[src/rtl/feedback_tone_sequencer_if.sv]
// Feedback tone sequencer interface.
// Groups the request pulses coming from the vending controller and the tone-request levels
// driven to the square-wave tone generator.
//   vend_pulse  : single-cycle request, successful vend
//   error_pulse : single-cycle request, error (bad coin, sold out)
//   vend_event  : level, vend tone must sound
//   error_event : level, error beep must sound
//   busy        : sequencer is not idle
//   mute        : (FEEDBACK_MUTE_EN only) forces both event outputs low
// master modport = requester/observer side, slave modport = sequencer side.
interface feedback_tone_sequencer_if;
  logic vend_pulse;
  logic error_pulse;
  logic vend_event;
  logic error_event;
  logic busy;
`ifdef FEEDBACK_MUTE_EN
  logic mute;

  modport master (
    output vend_pulse,
    output error_pulse,
    output mute,
    input  vend_event,
    input  error_event,
    input  busy
  );

  modport slave (
    input  vend_pulse,
    input  error_pulse,
    input  mute,
    output vend_event,
    output error_event,
    output busy
  );
`else
  modport master (
    output vend_pulse,
    output error_pulse,
    input  vend_event,
    input  error_event,
    input  busy
  );

  modport slave (
    input  vend_pulse,
    input  error_pulse,
    output vend_event,
    output error_event,
    output busy
  );
`endif
endinterface

[src/rtl/feedback_tone_sequencer.sv]
// Feedback tone sequencer.
// Turns single-cycle vend/error pulses into timed, level-held tone requests: a vend pulse gives
// one long tone, an error pulse gives a burst of short beeps separated by silent gaps.
// Ports:
//   clk   : system clock
//   rst_n : asynchronous active-low reset
//   io_fb : feedback_tone_sequencer_if.slave (pulses in, vend_event/error_event/busy out)
// Optional feature macro: FEEDBACK_MUTE_EN adds io_fb.mute, which masks both event outputs
// while leaving the sequencing (and busy) untouched.
// All outputs are registered; a pulse sampled at one edge is visible after the next edge.
module feedback_tone_sequencer #(
  parameter int unsigned CLOCK_HZ      = 100_000_000,
  parameter int unsigned VEND_MS       = 200,
  parameter int unsigned ERROR_BEEP_MS = 100,
  parameter int unsigned ERROR_GAP_MS  = 100,
  parameter int unsigned ERROR_BEEPS   = 3
) (
  input logic                          clk,
  input logic                          rst_n,
  feedback_tone_sequencer_if.slave     io_fb
);

  localparam logic [31:0] VEND_CYC = (CLOCK_HZ / 32'd1000) * VEND_MS;
  localparam logic [31:0] BEEP_CYC = (CLOCK_HZ / 32'd1000) * ERROR_BEEP_MS;
  localparam logic [31:0] GAP_CYC  = (CLOCK_HZ / 32'd1000) * ERROR_GAP_MS;

  // Terminal counts; a zero duration degenerates to a single cycle for tones.
  localparam logic [31:0] VEND_LAST = (VEND_CYC == 32'd0) ? 32'd0 : VEND_CYC - 32'd1;
  localparam logic [31:0] BEEP_LAST = (BEEP_CYC == 32'd0) ? 32'd0 : BEEP_CYC - 32'd1;
  localparam logic [31:0] GAP_LAST  = (GAP_CYC == 32'd0) ? 32'd0 : GAP_CYC - 32'd1;

  localparam int unsigned BeepW = $clog2(ERROR_BEEPS + 1);
  localparam logic [BeepW-1:0] BEEPS_N = BeepW'(ERROR_BEEPS);
  localparam logic [BeepW-1:0] BEEP_ONE = BeepW'(1);

  typedef enum logic [1:0] {
    StIdle,
    StVendTone,
    StErrTone,
    StErrGap
  } state_e;

  state_e            r_state,        w_state_nxt;
  logic [31:0]       r_cnt,          w_cnt_nxt;
  logic [BeepW-1:0]  r_beep,         w_beep_nxt;
  logic              r_vend_pending, w_pending_nxt;
  logic              r_vend_event;
  logic              r_error_event;
  logic              r_busy;

  logic w_vend;
  logic w_err;
  logic w_mute;

  assign w_vend = io_fb.vend_pulse;
  assign w_err  = io_fb.error_pulse;

`ifdef FEEDBACK_MUTE_EN
  assign w_mute = io_fb.mute;
`else
  assign w_mute = 1'b0;
`endif

  always_comb begin
    w_state_nxt   = r_state;
    w_cnt_nxt     = r_cnt + 32'd1;
    w_beep_nxt    = r_beep;
    w_pending_nxt = r_vend_pending;
    case (r_state)
      StIdle: begin
        w_cnt_nxt = 32'd0;
        if (w_err) begin
          w_state_nxt   = StErrTone;
          w_beep_nxt    = BEEP_ONE;
          w_pending_nxt = w_vend;
        end else if (w_vend) begin
          w_state_nxt = StVendTone;
        end
      end
      StVendTone: begin
        if (w_err) begin
          // Error preempts the vend tone; the vend is dropped, not deferred.
          w_state_nxt   = StErrTone;
          w_cnt_nxt     = 32'd0;
          w_beep_nxt    = BEEP_ONE;
          w_pending_nxt = 1'b0;
        end else if (w_vend) begin
          w_cnt_nxt = 32'd0;
        end else if (r_cnt == VEND_LAST) begin
          w_state_nxt = StIdle;
          w_cnt_nxt   = 32'd0;
        end
      end
      StErrTone: begin
        if (w_vend) begin
          w_pending_nxt = 1'b1;
        end
        if (r_cnt == BEEP_LAST) begin
          w_cnt_nxt = 32'd0;
          if (r_beep < BEEPS_N) begin
            if (GAP_CYC == 32'd0) begin
              w_beep_nxt = r_beep + BEEP_ONE;
            end else begin
              w_state_nxt = StErrGap;
            end
          end else begin
            // Final beep ends without a gap; a vend seen this very cycle still counts.
            w_beep_nxt    = '0;
            w_pending_nxt = 1'b0;
            w_state_nxt   = (r_vend_pending || w_vend) ? StVendTone : StIdle;
          end
        end
      end
      StErrGap: begin
        if (w_vend) begin
          w_pending_nxt = 1'b1;
        end
        if (r_cnt == GAP_LAST) begin
          w_state_nxt = StErrTone;
          w_cnt_nxt   = 32'd0;
          w_beep_nxt  = r_beep + BEEP_ONE;
        end
      end
      default: begin
        w_state_nxt   = StIdle;
        w_cnt_nxt     = 32'd0;
        w_beep_nxt    = '0;
        w_pending_nxt = 1'b0;
      end
    endcase
  end

  // Outputs are decoded from the next state so they line up with the state register.
  always_ff @(posedge clk or negedge rst_n) begin
    if (!rst_n) begin
      r_state        <= StIdle;
      r_cnt          <= 32'd0;
      r_beep         <= '0;
      r_vend_pending <= 1'b0;
      r_vend_event   <= 1'b0;
      r_error_event  <= 1'b0;
      r_busy         <= 1'b0;
    end else begin
      r_state        <= w_state_nxt;
      r_cnt          <= w_cnt_nxt;
      r_beep         <= w_beep_nxt;
      r_vend_pending <= w_pending_nxt;
      r_vend_event   <= (w_state_nxt == StVendTone) && !w_mute;
      r_error_event  <= (w_state_nxt == StErrTone) && !w_mute;
      r_busy         <= (w_state_nxt != StIdle);
    end
  end

  assign io_fb.vend_event  = r_vend_event;
  assign io_fb.error_event = r_error_event;
  assign io_fb.busy        = r_busy;

endmodule
[src/flat_wrapper.sv]
// flat-port wrapper written by rule: the top's interface ports become plain ports
module feedback_tone_sequencer_flat 
#(
  parameter int unsigned CLOCK_HZ      = 100_000_000,
  parameter int unsigned VEND_MS       = 200,
  parameter int unsigned ERROR_BEEP_MS = 100,
  parameter int unsigned ERROR_GAP_MS  = 100,
  parameter int unsigned ERROR_BEEPS   = 3
)
  (clk, rst_n, io_fb_vend_pulse, io_fb_error_pulse, io_fb_vend_event, io_fb_error_event, io_fb_busy);
  feedback_tone_sequencer_if io_fb_i ();
  input logic clk;
  input logic rst_n;
  input wire logic [$bits(io_fb_i.vend_pulse)-1:0] io_fb_vend_pulse;
  input wire logic [$bits(io_fb_i.error_pulse)-1:0] io_fb_error_pulse;
  output wire logic [$bits(io_fb_i.vend_event)-1:0] io_fb_vend_event;
  output wire logic [$bits(io_fb_i.error_event)-1:0] io_fb_error_event;
  output wire logic [$bits(io_fb_i.busy)-1:0] io_fb_busy;
  assign io_fb_i.vend_pulse = io_fb_vend_pulse;
  assign io_fb_i.error_pulse = io_fb_error_pulse;
  assign io_fb_vend_event = io_fb_i.vend_event;
  assign io_fb_error_event = io_fb_i.error_event;
  assign io_fb_busy = io_fb_i.busy;
  feedback_tone_sequencer #(.CLOCK_HZ(CLOCK_HZ), .VEND_MS(VEND_MS), .ERROR_BEEP_MS(ERROR_BEEP_MS), .ERROR_GAP_MS(ERROR_GAP_MS), .ERROR_BEEPS(ERROR_BEEPS)) u_core (.clk(clk), .rst_n(rst_n), .io_fb(io_fb_i));
endmodule
[config.mk]
export PLATFORM = sky130hd
export DESIGN_NAME = feedback_tone_sequencer_flat
export DESIGN_NICKNAME = d
export VERILOG_FILES = /design/src/rtl/feedback_tone_sequencer_if.sv /design/src/rtl/feedback_tone_sequencer.sv /design/src/flat_wrapper.sv
export SDC_FILE = /design/constraint.sdc
export NUM_CORES = 1
export LEC_CHECK = 0
export CORE_UTILIZATION = 50
export CTS_CLUSTER_DIAMETER = 80
export DETAILED_ROUTE_END_ITERATION = 6
export PLACE_DENSITY_LB_ADDON = 0.08
export SYNTH_ARGS = -nofsm -noshare
export SYNTH_HDL_FRONTEND = slang
export SYNTH_SLANG_ARGS = --single-unit
[constraint.sdc]
create_clock -name clk -period 1.9 [get_ports clk]
set_input_delay 0.38 -clock clk [delete_from_list [all_inputs] [get_ports clk]]
set_output_delay 0.38 -clock clk [all_outputs]
set_load 0.05 [all_outputs]
After elaboration in Yosys (flattened, before gate mapping)
Index checks and enable logic that the tools add are counted.
{"block": "totals", "ff_bits": 40, "inputBits": 4, "output_inout_bits": 3, "word_cells": 56}
{"block": "op_classes", "n_addsub": 2, "magnitude_cmp": 1, "n_eq_ne": 13, "n_mux": 26, "n_reduce_logical": 7}
{"operator": "2-to-1 mux 32 bit", "count": 4}
{"operator": "case mux 32 bit (3 select lines)", "count": 1}
{"operator": "adder 32 x 1 -> 32 bit, second input constant", "count": 1}
{"operator": "== test 32 x 24 -> 1 bit, second input constant", "count": 1}
{"operator": "== test 32 x 25 -> 1 bit, second input constant", "count": 1}
{"operator": "2-to-1 mux 2 bit", "count": 12}
{"operator": "case mux 2 bit (4 select lines)", "count": 1}
{"operator": "== test 2 bit, second input constant", "count": 3}
{"operator": "2-to-1 mux 1 bit", "count": 6}
{"operator": "!= test 2 x 1 -> 1 bit, second input constant", "count": 3}
{"operator": "!= test 2 bit, second input constant", "count": 3}
{"operator": "case mux 2 bit (3 select lines)", "count": 1}
{"operator": "== test 2 x 1 -> 1 bit, second input constant", "count": 2}
{"operator": "case mux 1 bit (4 select lines)", "count": 1}
{"operator": "AND reduction 4 bit", "count": 1}
{"operator": "OR reduction 2 bit", "count": 2}
{"operator": "adder 2 x 1 -> 2 bit, second input constant", "count": 1}
{"operator": "zero test 2 bit", "count": 1}
{"operator": "< comparator 2 bit, second input constant", "count": 1}
{"operator": "AND reduction 2 bit", "count": 1}
{"operator": "nonzero test 2 bit", "count": 1}
{"operator": "logical OR 1 bit", "count": 1}

Logic depth before layout (Yosys ltp)
Gate-level depths: netlist of run 1.
{"block": "depth", "depth_word": 6, "mapped_depth": 7, "ltp_nobuf": 7}

Worst setup path after synthesis of run 1
OpenSTA, ideal clock, no wires.
{"block": "synth_path", "path_kind": "register to register", "start": "register u_core.r_cnt[0]", "end": "register u_core.r_cnt[0]", "arrival_time_ns": 1.829, "required_time_ns": 1.775, "path_slack_ns": -0.054, "stages_incl_launch_ff": 8, "path_buffers": 1, "period_less_slack_ns": 1.954, "cell_sequence": "dfrtp_1 -> ha_1 -> nand4_1 -> nor4bb_1 -> nand4_1 -> a22oi_4 -> buf_6 -> nor2_1"}
{"block": "synth_via", "elab_chain_len": 5}
{"item": "from (decl)", "line_no": "feedback_tone_sequencer.sv:44", "source": "logic [31:0] r_cnt, w_cnt_nxt;"}
{"item": "from (signal assigned)", "line_no": "feedback_tone_sequencer.sv:145", "source": "r_cnt <= w_cnt_nxt;"}
{"item": "adder 32 x 1 -> 32 bit or == test 32 x 25 -> 1 bit (tied branches)", "line_no": "feedback_tone_sequencer.sv:66, feedback_tone_sequencer.sv:89"}
{"item": "2-to-1 mux 32 bit", "line_no": "feedback_tone_sequencer.sv:89", "source": "end else if (r_cnt == VEND_LAST) begin"}
{"item": "2-to-1 mux 32 bit", "line_no": "feedback_tone_sequencer.sv:87", "source": "end else if (w_vend) begin"}
{"item": "2-to-1 mux 32 bit", "line_no": "feedback_tone_sequencer.sv:81", "source": "if (w_err) begin"}
{"item": "case mux 32 bit (3 select lines) (*)", "line_no": "feedback_tone_sequencer.sv:69", "source": "case (r_state)"}
{"item": "via u_core.w_cnt_nxt[0]", "line_no": "feedback_tone_sequencer.sv:44"}
Mark *: on every way through the listed nets, which the timed path passes. The rest lies on a longest branch.
A chain may end at the register's enable or synchronous reset.

Worst setup path in the final report of run 1
{"block": "layout_path", "start": "register u_core.r_cnt[1]", "end": "register u_core.r_error_event (netlist: u_core.io_fb.error_event)"}
{"block": "layout_via", "elab_chain_len": 6}
{"item": "== test 32 x 25 -> 1 bit", "line_no": "feedback_tone_sequencer.sv:89"}
{"item": "2-to-1 mux 2 bit", "line_no": "feedback_tone_sequencer.sv:89"}
{"item": "2-to-1 mux 2 bit", "line_no": "feedback_tone_sequencer.sv:87"}
{"item": "2-to-1 mux 2 bit", "line_no": "feedback_tone_sequencer.sv:81"}
{"item": "case mux 2 bit (4 select lines) (*)", "line_no": "feedback_tone_sequencer.sv:69"}
{"item": "== test 2 bit (*)", "line_no": "feedback_tone_sequencer.sv:149", "source": "r_error_event <= (w_state_nxt == StErrTone) && !w_mute;"}
{"item": "to (signal assigned)", "line_no": "feedback_tone_sequencer.sv:149"}
{"item": "to (decl)", "line_no": "feedback_tone_sequencer.sv:48", "source": "logic r_error_event;"}
Every way passes the cells marked *; elsewhere a longest branch is shown, timed or not.

==> metrics.yaml, run 1 <==
run_status:
  outcome: "finished with violations"
  violations: "negative setup slack"
synthesis:
  syn_nets: 225
  synth_top_flop_cell: "dfrtp_1"
  async_flop_share_pct: 100
  synth.distinct_cells: 38
  ys_warn_count: 0
  synthCells: 218
  syn_area_sq_um: 2110
  synth_edf_count: 0
  syn_area_per_cell_sq_um: 9.67
  ys_ff_latch: 40
  ys_seq_area_share_pct: 47.5
routing:
  drt_wl_total_microns: 4840
  drcViolationCount: 0
  post_drt_wl_per_cell_microns: 15.5
  via_per_inst: 5.71
  drtAntennaViolNets: 0
  vias: 1780
  drt_pass1_iterations: 4
  first_iter_violations: 169
power:
  power.density_nw_per_um2: 768
  power.total_uw: 2070
  p_leak_uw: 0.00132
  clkPwrFrac_pct: 32.9
  switching_share_pct: 28.1
  p_int_uw: 1490
  pwr-share-seq_pct: 49.6
  switchingPower_uw: 582
  vdd_drop_max_v: 0.000532
  p_comb_share_pct: 17.6
global_route:
  grt_max_degree: 24
  gr-usage-all-layers_pct: 24.5
  antenna_found_initial: 0
  grt-ovfl-total: 0
  grt_pass1_vias: 1727
  grt_pass1_wl_microns: 8110
final_layout:
  layout_commonest_cell: "dfrtp_1"
  diodes: 0
  drive_gt1_share_pct: 22.5
  area_growth_pct: 28.1
  final_cell_mix: "dfrtp_1 (40), nor2_1 (38), buf_4 (31), xor2_1 (25), nand4_1 (15)"
  fin_nets: 268
floorplanning:
  fp.dieW_microns: 66.9
  rows: 23
  ios: 7
  die_h_microns: 66.9
  start_util_pct: 52.3
  die_area_sq_um: 4480
  core_sq_um: 4030
sta:
  rsz0062_at_grt: "yes"
  relSlewSlack_pct: 67.3
  timing.fmax_mhz: 515
  setup_ws_ns: -0.0402
  skew_ns: 0.00467
  period_share_pct: 102
  period_minus_slack_ns: 1.94
  worst_pin_slew_ns: 0.489
  slew_violations: 0
  hold_viol: 0
  setup_viol: 24
place:
  place.gp.congestion: 0.847
  dpl.hpwl_microns: 3430
  post-place-ws_ns: -0.196
  port_buffers: 6
setup_path:
  arrival_ns: 2.13
  path_class: "flip-flop to flip-flop"
  worstSetupStartpointType: "flip-flop"
  r2r-start: "u_core.r_cnt[1]"
  critPathSlowestCell: "dfrtp_1"
  critPathTopFamily: "simple AND/OR/NAND/NOR gates"
  worst_ep_required_time_ns: 2.09
  worst-path-max-fanout: 4
  path_cells: "ha_4, nand4_1, nor4bb_4, nand4_1, buf_6, mux2i_4, and3_1"
  cpMostUsedCell: "nand4_1"
  crit_start: "u_core.r_cnt[1]"
  critical_path.max_stage_delay_ns: 0.39
  end_kind: "flip-flop"
  path_buf_inv: 1
cts:
  cts-buffers-inserted: 5
  insertion_delay_ns: 0.29
  cts_max_path_buffers: 2
  cts.sinks: 40
  cts.clk_slew.worst_paths_ns: 0.08
  htree_levels: 2
  post_cts_buffers: 0
  hold_buffers: 0
  cts_tree: "yes"
  cts-root-buf: "clkbuf_8"
worst_hold_path:
  hold_path_class: "input pin to asynchronous set/reset pin"
flow_run:
  maxCapViolCount: 0
## area by class of cell
cell class / count / area, sq um
clock inverters: 2 / 35.0
clock buffers: 6 / 72.6
repair buffers: 41 / 350
multi-input cells: 168 / 1160
fillers: 328 / 1330
flip-flops and latches: 40 / 1000
well taps: 50 / 62.6
inverters: 5 / 18.8
## registers in the layout (all words and copies together), names as in the netlist
| register | flops |
|---|---|
| u_core.r_cnt | 32 |
| u_core.r_vend_pending | 1 |
| u_core.r_beep | 2 |
| u_core.io_fb.busy | 1 |
| u_core.io_fb.vend_event | 1 |
| u_core.r_state | 2 |
| u_core.io_fb.error_event | 1 |
## synthesized netlist by cell type, types with 2 or more instances
| library cell | count | area share [%] |
|---|---|---|
| a21oi_1 | 2 | 0.48 |
| and2_1 | 2 | 0.59 |
| and3_1 | 8 | 2.4 |
| and4_1 | 2 | 0.83 |
| buf_6 | 3 | 1.6 |
| dfrtp_1 | 40 | 48 |
| ha_1 | 3 | 1.8 |
| inv_1 | 5 | 0.89 |
| nand2_1 | 14 | 2.5 |
| nand3_1 | 14 | 3.3 |
| nand4_1 | 15 | 4.5 |
| nand4b_1 | 2 | 0.83 |
| nor2_1 | 39 | 6.9 |
| nor2b_1 | 3 | 0.89 |
| nor3_1 | 7 | 1.7 |
| nor4_1 | 9 | 2.7 |
| xnor2_1 | 5 | 2.1 |
| xor2_1 | 25 | 10 |
## through the flow
step	hold slack [ns]	cells	TNS [ns]	utilization [%]	cell area (sq um)
after floorplan	0.0844	218	0	-	2120
after global placement	0.344	304	-1.44	61.6	2480
after detailed placement	0.352	304	-2.95	61.6	2480
after CTS	0.0350	312	-0.744	65.3	2630
after global routing	0.0647	312	-4.58	67.0	2700
final	0.0263	312	-0.572	67.0	2700
## routing by layer
layer	share of wire [%]	GRT usage (%)	vias up	wire length (microns)
met4	1.6	9.57	0	76
met5	0	0	-	0
met3	3.3	3.77	14	162
met2	49	41.7	33	2380
met1	46	31.0	874	2230
li1	-	-	859	-
## cell families (layout without fill, tap and decap cells)
| logic type | after synthesis | after routing | synth area share, % |
|---|---|---|---|
| mux | 1 | 1 | 0.475 |
| xor+xnor | 30 | 30 | 12.5 |
| simple gates | 121 | 121 | 29.8 |
| flops | 40 | 40 | 47.5 |
| fa+ha+maj | 3 | 3 | 1.78 |
| compound gates | 13 | 13 | 5.05 |
| buf+inv | 10 | 54 | 2.91 |
## power by group through the flow
stage / clock network [uW] / registers [uW] / logic (uW)
6_report: 682 / 1030 / 364
5_1_grt: 730 / 1040 / 408
4_1_cts: 697 / 1030 / 361
3_5_place_dp: 0 / 1040 / 349
3_3_place_gp: 0 / 1040 / 336
2_1_floorplan: 0 / 1050 / 189
## repair_timing
action / in CTS / in global routing
gates resized for setup: 7 / 12
pin swaps: 2 / 3
endpoints found under the setup margin: 38 / 38
## final timing paths
check / end / depth (start not counted) / slack, ns
max: u_core.io_fb.error_event / 7 / -0.04
min: u_core.r_cnt[17] / 1 / 0.03
max reg2reg: u_core.io_fb.error_event / 7 / -0.04
min reg2reg: u_core.r_beep[1] / 1 / 0.54
max in group asynchronous: u_core.r_cnt[12] / 2 / 1.41
min in group clk: u_core.r_beep[1] / 1 / 0.54
Power figures use the tool's default switching activity.
==> run 2, diff against run 1 <==
- CAP_MARGIN: not set -> 20
- CORE_UTILIZATION: 50 -> 54
==> metrics.yaml, run 2 (synthesis results as in run 1) <==
final_layout:
  largest_reg_flops: 32  # unchanged
  multi_input_area_sq_um: 1130  # -2.2%
  layout_commonest_cell: "dfrtp_1"
  largest-register: "u_core.r_cnt"
  top_regs: "u_core.r_cnt: 32 flops, u_core.r_beep: 2 flops, u_core.r_state: 2 flops"
  fillers: 277  # -16%
  drive_gt1_share_pct: 23.4  # +0.88 points
  final_util_pct: 73.0  # +5.9 points
  diodes: 0  # unchanged
  regArea_sq_um: 1000  # unchanged
  area_growth_pct: 27.7
  fin_nets: 271  # +1.1%
  final_cell_mix: "dfrtp_1 (40), nor2_1 (39), buf_4 (35), xor2_1 (25), nand4_1 (15)"
sta:
  slew_violations: 0  # unchanged
  worst_pin_slew_ns: 0.492  # +0.00255 ns
  setup_viol: 34  # +42%
  relSlewSlack_pct: 67.1  # -0.17 points
  hold_viol: 0  # unchanged
  period_share_pct: 105  # +2.5 points
  period_minus_slack_ns: 1.99  # +0.0477 ns
  timing.fmax_mhz: 503  # -2.4%
  rsz0062_at_grt: "yes"
  setup_ws_ns: -0.0879  # -0.0477 ns
  skew_ns: 0.00940  # +0.00473 ns
  whs_ns: 0.0433  # +0.0170 ns
setup_path:
  worstSetupStartpointType: "flip-flop"
  worst-path-max-fanout: 22  # +18
  end_kind: "flip-flop"
  arrival_ns: 2.18  # +0.05 ns
  path_class: "flip-flop to flip-flop"
  worst_ep_required_time_ns: 2.09  # about the same
routing:
  drcViolationCount: 0  # unchanged
  post_drt_wl_per_cell_microns: 15.0  # -3.5%
  first_iter_violations: 143  # -15%
  drt_pass1_iterations: 4  # unchanged
  via_per_inst: 5.71  # about the same
  vias: 1786  # +0.34%
  drtAntennaViolNets: 0  # unchanged
  drt_wl_total_microns: 4690  # -3.2%
power:
  switching_share_pct: 27.8  # -0.25 points
  switchingPower_uw: 580  # -0.41%
  p_int_uw: 1500  # +0.84%
  clkPwrFrac_pct: 32.7  # -0.2 points
  power.total_uw: 2080  # +0.49%
  pwr-share-seq_pct: 49.4  # -0.2 points
  vdd_drop_max_v: 0.000595  # +12%
  p_comb_share_pct: 17.8  # +0.2 points
  power.density_nw_per_um2: 774  # +0.81%
  p_leak_uw: 0.00126  # -4.3%
cts:
  insertion_delay_ns: 0.30  # about the same
  cts-buffers-inserted: 5  # unchanged
  cts_tree: "yes"
  cts.sinks: 40  # unchanged
  cts_max_path_buffers: 2  # unchanged
  htree_levels: 2  # unchanged
  cts-root-buf: "clkbuf_8"
  cts.clk_slew.worst_paths_ns: 0.08  # about the same
global_route:
  grt_max_degree: 41  # +71%
  antenna_found_initial: 0  # unchanged
  grt-ovfl-total: 0  # unchanged
  grt_pass1_wl_microns: 7980  # -1.5%
  grt_pass1_vias: 1699  # -1.6%
  gr-usage-all-layers_pct: 25.6  # +1.0 points
floorplanning:
  start_util_pct: 57.1  # +4.8 points
  rows: 22  # -4.3%
  ios: 7  # unchanged
  die_h_microns: 64.5  # -3.7%
  die_area_sq_um: 4160  # -7.2%
  fp.dieW_microns: 64.5  # -3.7%
  core_sq_um: 3690  # -8.4%
place:
  post-place-ws_ns: -0.118  # +0.0776 ns
  port_buffers: 6  # unchanged
  dpl.hpwl_microns: 3290  # -4.4%
  place.gp.congestion: 0.876  # +3.4%
run_status:
  outcome: "finished with violations"
  violations: "negative setup slack"
flow_run:
  maxCapViolCount: 0  # unchanged
worst_hold_path:
  hold_path_class: "input pin to asynchronous set/reset pin"
-- run 2: layout make-up --
| class | instances | share of cell area, % |
|---|---|---|
| repair buffers | 44 | 13.7 |
| clock buffers | 6 | 2.70 |
| well taps | 48 | 2.23 |
| multi-input cells | 168 | 42.2 |
| clock inverters | 2 | 1.30 |
| flip-flops and latches | 40 | 37.2 |
| inverters | 5 | 0.697 |
-- run 2: metal layers --
metal,routed length [microns],GRT usage [%]
met5,0,0
met4,70,10.0
met3,197,6.16
met2,2200,40.3
met1,2220,34.0
-- run 2: worst paths after layout --
check / cells past startpoint / start / slack [ns] / to
worst min-delay path: 2 / rst_n / 0.04 / u_core.r_cnt[9]
worst min register to register: 1 / u_core.r_beep[1] / 0.53 / u_core.r_beep[1]
min in group clk: 1 / u_core.r_beep[1] / 0.53 / u_core.r_beep[1]
worst max register to register: 6 / u_core.r_cnt[13] / -0.09 / u_core.r_cnt[19]
worst max-delay path: 6 / u_core.r_cnt[13] / -0.09 / u_core.r_cnt[19]
max in group asynchronous: 2 / rst_n / 1.66 / u_core.r_cnt[1]
-- run 2: worst max-delay path: stages (launching register included) --
cell and delay [ns]:
dfrtp_1 0.39, or4bb_4 0.58, nor4_4 0.27, a31oi_2 0.16
a22oi_4 0.20, buf_12 0.19, nor2_1 0.07
-- run 2: stage by stage --
| step | setup TNS, ns | instances | instance area, sq um |
|---|---|---|---|
| detailed placement | -2.20 | 301 | 2470 |
| global placement | -1.52 | 301 | 2470 |
| finish | -2.14 | 313 | 2690 |
| floorplan | 0 | 218 | 2120 |
| global route | -5.24 | 313 | 2690 |
| CTS | -0.925 | 309 | 2610 |
-- run 2: timing repair --
item	in CTS	in global routing
resized for setup	5	10
pin swaps	2	7
gates cloned	0	0
hold buffers	0	0
setup endpoints to repair	38	38
setup buffers	0	4
-- run 2: power by group through the flow --
| stage | Combinational, uW | Clock, uW | Sequential, uW |
|---|---|---|---|
| 2_1_floorplan | 189 | 0 | 1050 |
| 3_3_place_gp | 314 | 0 | 1040 |
| 3_5_place_dp | 322 | 0 | 1040 |
| 4_1_cts | 329 | 696 | 1030 |
| 5_1_grt | 415 | 730 | 1050 |
| 6_report | 371 | 682 | 1030 |
